===== config.mk =====
export PLATFORM = sky130hd
export DESIGN_NAME = reg_file_mp
export DESIGN_NICKNAME = d
export VERILOG_FILES = /design/src/rtl/rf_pkg.sv /design/src/rtl/rf_clear_ctrl.sv /design/src/rtl/reg_file_mp.sv
export SDC_FILE = /design/constraint.sdc
export NUM_CORES = 1
export LEC_CHECK = 0
export BUFFER_PORTS_ARGS = -buffer_cell sky130_fd_sc_hd__buf_2
export CAP_MARGIN = 20
export CORE_ASPECT_RATIO = 1.25
export CORE_UTILIZATION = 55
export CTS_CLUSTER_SIZE = 30
export DETAILED_ROUTE_END_ITERATION = 7
export PLACE_DENSITY_LB_ADDON = 0.05
export SLEW_MARGIN = 10
export SYNTH_ARGS = -nofsm -noshare
export SYNTH_HDL_FRONTEND = slang
export SYNTH_SLANG_ARGS = --single-unit

===== constraint.sdc =====
create_clock -name clk -period 3.35 [get_ports clk]
set_clock_uncertainty 0.05 [all_clocks]
set_input_delay 0.335 -clock clk [delete_from_list [all_inputs] [get_ports clk]]
set_output_delay 0.335 -clock clk [all_outputs]
set_load 0.01 [all_outputs]

===== src/rtl/rf_pkg.sv =====
// Shared types and default sizing for the multi-bank register file.
package rf_pkg;

  typedef enum logic {
    RF_IDLE  = 1'b0,
    RF_CLEAR = 1'b1
  } rf_state_e;

  localparam int RF_W      = 8;
  localparam int RF_D      = 4;
  localparam int RF_NBANK  = 2;
  localparam int RF_BYPASS = 1;

endpackage


===== src/rtl/rf_clear_ctrl.sv =====
// Bank-clear sequencer: walks every register index of one latched bank.
module rf_clear_ctrl
  import rf_pkg::*;
#(
  parameter int D  = RF_D,
  parameter int BW = 1
) (
  input  logic          clk,
  input  logic          rst_n,
  input  logic          clear_req,
  input  logic [BW-1:0] bank_sel,
  output logic          busy,
  output logic          clr_en,
  output logic [BW-1:0] clr_bank,
  output logic [D-1:0]  clr_idx
);

  rf_state_e     state, nstate;
  logic [D-1:0]  cnt;
  logic [BW-1:0] bank;

  always_ff @(posedge clk or negedge rst_n) begin
    if (!rst_n) begin
      state <= RF_IDLE;
      cnt   <= '0;
      bank  <= '0;
    end else begin
      state <= nstate;
      if (state == RF_IDLE && clear_req) begin
        cnt  <= '0;
        bank <= bank_sel;
      end else if (state == RF_CLEAR) begin
        cnt <= cnt + 1'b1;
      end
    end
  end

  always_comb begin
    nstate = state;
    busy   = 1'b0;
    case (state)
      RF_IDLE:  if (clear_req) nstate = RF_CLEAR;
      RF_CLEAR: begin
        busy = 1'b1;
        // last index wraps the counter back to 0 as we leave
        if (cnt == '1) nstate = RF_IDLE;
      end
      default:  nstate = RF_IDLE;
    endcase
  end

  assign clr_en   = busy;
  assign clr_idx  = cnt;
  assign clr_bank = bank;

endmodule


===== src/rtl/reg_file_mp.sv =====
// Banked register file with mover, write forwarding and a sequenced bank clear.
module reg_file_mp
  import rf_pkg::*;
#(
  parameter int W      = RF_W,
  parameter int D      = RF_D,
  parameter int NBANK  = RF_NBANK,
  parameter int BYPASS = RF_BYPASS
) (
  input  logic                     clk,
  input  logic                     rst_n,
  input  logic                     wr_valid,
  output logic                     wr_ready,
  input  logic [D-1:0]             wr_num,
  input  logic [W-1:0]             wr_data,
  input  logic                     mov_en,
  input  logic [D-1:0]             rd_num_a,
  input  logic [D-1:0]             rd_num_b,
  output logic [W-1:0]             rd_data_a,
  output logic [W-1:0]             rd_data_b,
  output logic [W-1:0]             acc_out,
  input  logic                     clear_req,
  output logic                     busy,
  input  logic                     bank_swap,
  output logic [$clog2(NBANK)-1:0] bank_sel
);

  localparam int BW   = $clog2(NBANK);
  localparam int NREG = 2 ** D;

  logic [NBANK-1:0][NREG-1:0][W-1:0] mem;
  logic                              wr_fire;
  logic [W-1:0]                      wr_val;
  logic                              clr_en;
  logic [BW-1:0]                     clr_bank;
  logic [D-1:0]                      clr_idx;

  rf_clear_ctrl #(.D(D), .BW(BW)) u_clr (
    .clk      (clk),
    .rst_n    (rst_n),
    .clear_req(clear_req),
    .bank_sel (bank_sel),
    .busy     (busy),
    .clr_en   (clr_en),
    .clr_bank (clr_bank),
    .clr_idx  (clr_idx)
  );

  assign wr_ready = !busy;
  assign wr_fire  = wr_valid && wr_ready;
  assign wr_val   = mov_en ? mem[bank_sel][rd_num_a] : wr_data;

  // Clears and writes never overlap: writes are blocked while busy.
  always_ff @(posedge clk or negedge rst_n) begin
    if (!rst_n) begin
      mem <= '0;
    end else begin
      if (clr_en)  mem[clr_bank][clr_idx] <= '0;
      if (wr_fire) mem[bank_sel][wr_num]  <= wr_val;
    end
  end

  // NBANK is a power of two, so the increment wraps naturally.
  always_ff @(posedge clk or negedge rst_n) begin
    if (!rst_n)                bank_sel <= '0;
    else if (bank_swap && !busy) bank_sel <= bank_sel + 1'b1;
  end

  assign rd_data_a = (BYPASS != 0 && wr_fire && rd_num_a == wr_num) ? wr_val
                                                                     : mem[bank_sel][rd_num_a];
  assign rd_data_b = (BYPASS != 0 && wr_fire && rd_num_b == wr_num) ? wr_val
                                                                     : mem[bank_sel][rd_num_b];
  assign acc_out   = mem[bank_sel][0];

endmodule

==> summary.md <==
| Metric | Value |
|---|---|
| # rows | `65` |
| Yosys warning count | `0` |
| Clk root buf | `clkbuf_16` |
| Top Ports | `53` |
| Failing checks | `setup timing` |
| Top cell type's share of synthesized area | `0.463` |
| Layout cells sized above 1 | `0.261` |
| Area after DPL | `15500 um2` |
| Via count | `12236` |
| WP buf/inv | `5` |
| Nature of the critical path endpoint | `output port` |
| WL/cell | `27.7 um` |
| Die H | `182 um` |
| Clk_lat worst skew | `0.56 ns` |
| Multi-input logic area | `7390 um2` |
| Max stage delay on crit path | `0.51 ns` |
| Post-Syn Instances | `1354` |
| CTS tree | `yes` |
| Worst path arrival time | `3.08 ns` |
| Top-count cell post-synth | `nand2_1` |
| Netlist cell types | `between 40 and 50` |
| Gpl congestion | `1.03` |
| LEAKAGE | `7.47 nW` |
| Fmax | `289 MHz` |
| Crit path kind | `reg2out` |
| Critical-path cell list | `buf_12 > buf_16 > buf_12 > buf_4 > mux4_2 > mux4_2 > mux2i_1 > mux2i_2 > buf_2` |
| Main flop type after synthesis | `dfrtp_1` |
| Avg Inst Size Synth | `10.5 um2` |
| Overall Power | `10.8 mW` |
| Crit start category | `flip-flop` |
| Register area | `6590 um2` |
| DP HPWL | `36200 um` |
| Final hold vios | `0` |
| Initial core utilization | `0.561` |
| Fin crit period | `3.46 ns` |
| Final Cell Area | `17000 um2` |
| Die area | `around 26000 um2` |
| Slew HR | `0.222` |
| Flop-to-flop setup slack | `0.42 ns` |
| Post-route ant nets | `0` |
| Max Slew Vio Count | `0` |
| Commonest cells post-synth | `nand2_1, dfrtp_1, o21ai_0` |
| DRC violations left | `0` |
| Core Util, Final | `0.672` |
| IO Port Bufs | `52` |
| Status | `complete, but fails checks` |
| Mapped Area | `~14000 um2` |
| Final #Nets | `1528` |
| Drt total wl | `51300 um` |
| Largest net degree at the start of global routing | `92` |
| H-tree depth | `1` |
| DRT Pass-1 Iters | `6` |
| Post-synth EDFFs | `0` |
| Clock Tree Buf Depth | `3` |
| Power per cell area | `637 nW/um2` |
| Data required time of the critical path | `2.96 ns` |
| Flops & latches, synth | `between 200 and 300` |
| Vias in the first global route | `around 12000` |
| Synthesized net count | `about 1400` |
| Clk slew on worst S/H paths | `0.06 ns` |
| Chip width | `146 um` |
| Num Clock Sinks | `263` |
| Final setup viols | `8` |
| RSZ-0062 raised after global routing | `true` |
| Worst hold path type | `in2reg` |
| Worst VDD drop | `0.000587 V` |
| Post-synth top area cell | `dfrtp_1` |
| GR Util All Layers | `0.395` |
| CP max FO | `8` |
| Initial antenna violation count | `1` |
| Tcrit/Tclk final | `1.03` |
| Area delta synth->final | `19.7%` |
| Gr ovfl total | `0` |
| DR vias/cell | `roughly 6.6` |
| Pre-CTS WS | `0.0501 ns` |
| Slew @ Worst Pin | `1.16 ns` |
| First-pass GRT wire length | `76900 um` |
| Sequential area share after synthesis | `0.463` |
| Synth top area cells | `dfrtp_1, mux4_2, mux2i_1` |
| Fraction of registers with async set/reset | `1.00` |
| CP delay by family, top | `multiplexers` |
| Total CTS buffers | `27` |
| Initial DRC count | `1165` |
| Core area | `25300 um2` |
| CP max stage cell | `dfrtp_4` |
| Final hold slack | `0.0138 ns` |
| MaxCap Viol Count | `0` |
| Number of fillers in the final layout | `between 2000 and 2500` |
| Worst Slack Setup Final | `-0.113 ns` |
==> flip-flops by register name (all words and copies together) (netlist names) <==
signal          flops
mem               256
u_clr.clr_idx       4
bank_sel            1
u_clr.clr_bank      1
u_clr.state         1
==> timing repair <==
action / CTS / global route
gates resized for setup: 29 / 25
endpoints found under the hold margin: 79 / 0
gates cloned: 1 / 1
pin swaps: 6 / 8
hold buffers: 2 / 0
setup endpoints to repair: 13 / 12
buffers inserted: 9 / 19
==> logic make-up (layout without fill, tap and decap cells) <==
logic type               Yosys count  count (layout)  synth area share
multiplexers                     224             224             0.230
other                              0               1                 0
XOR/XNOR                          11              11           0.00678
AO/OA/AOI/OAI                    367             367             0.143
flip-flops                       263             263             0.463
adder cells (fa/ha/maj)            4               4           0.00352
buffers and inverters            101             263            0.0374
AND/OR/NAND/NOR                  384             384             0.116
==> cells in the final DEF (no fill, tap or decap), types with 3 or more instances in the layout <==
master / Yosys / layout
mux2i_2: 0 / 7
clkbuf_8: 0 / 8
ha_1: 4 / 4
and3_1: 4 / 4
clkinv_2: 0 / 3
dfrtp_1: 263 / 262
mux2i_1: 129 / 113
nand2_1: 266 / 266
o21ai_0: 247 / 247
nor3_1: 15 / 8
clkbuf_16: 0 / 28
nor2b_1: 20 / 20
inv_1: 4 / 4
a21boi_0: 18 / 18
a211oi_1: 9 / 8
xor2_1: 4 / 4
mux2i_4: 0 / 9
nand3_1: 34 / 34
nor3_2: 1 / 8
and2_1: 8 / 8
xnor2_1: 7 / 7
buf_2: 14 / 53
buf_6: 11 / 6
buf_12: 0 / 14
nor4_2: 0 / 8
a22oi_2: 0 / 4
mux2_2: 15 / 15
nand2b_1: 6 / 6
a21oi_1: 17 / 13
a21boi_1: 14 / 14
a21oi_2: 0 / 4
o22ai_1: 31 / 29
o21ai_1: 10 / 10
mux4_2: 80 / 80
nor2_1: 15 / 14
clkbuf_1: 38 / 7
buf_4: 10 / 130
a22oi_1: 16 / 12
==> worst min-delay path, stage by stage <==
cell     delay, ns
buf_2         0.10
nand2_1       0.08
xnor2_1       0.06
==> through the flow <==
| step | setup TNS (ns) | std cells |
|---|---|---|
| global route | -0.736 | 1851 |
| finish | -0.529 | 1852 |
| global placement | 0 | 1768 |
| CTS | -0.0899 | 1828 |
| floorplan | 0 | 1354 |
| detailed placement | 0 | 1769 |
==> layer usage <==
| layer | vias to the layer above | GRT usage | wire (um) |
|---|---|---|---|
| met5 | - | 0 | 0 |
| li1 | 5216 | - | - |
| met2 | 721 | 0.601 | 23200 |
| met3 | 188 | 0.0824 | 5200 |
| met1 | 6111 | 0.527 | 19600 |
| met4 | 0 | 0.228 | 3310 |
==> final timing paths <==
path	from	end	cells past startpoint
worst min register to register	mem[59]	mem[59]	2
min in group asynchronous	rst_n	mem[195]	2
worst max-delay path	bank_sel	rd_data_b[4]	9
max in group asynchronous	rst_n	mem[60]	3
worst min-delay path	bank_swap	bank_sel	3
worst max register to register	bank_sel	mem[86]	11
==> layout make-up <==
class | instances | area share
Antenna cell | 1 | 0.000147
Clock buffer | 42 | 0.0478
Clock inverter | 5 | 0.00316
Inverter | 5 | 0.00110
Multi-Input combinational cell | 990 | 0.434
Sequential cell | 263 | 0.387
Tap cell | 335 | 0.0247
Timing Repair Buffer | 211 | 0.101
==> report_power, final <==
| part | internal, mW | total [mW] | leakage [nW] | switching (mW) |
|---|---|---|---|---|
| logic | 1.65 | 3.78 | 3.40 | 2.13 |
| registers | 3.62 | 4.03 | 3.64 | 0.412 |
| clock network | 1.73 | 3.01 | 0.429 | 1.28 |
(Power assumes the default switching activity.)
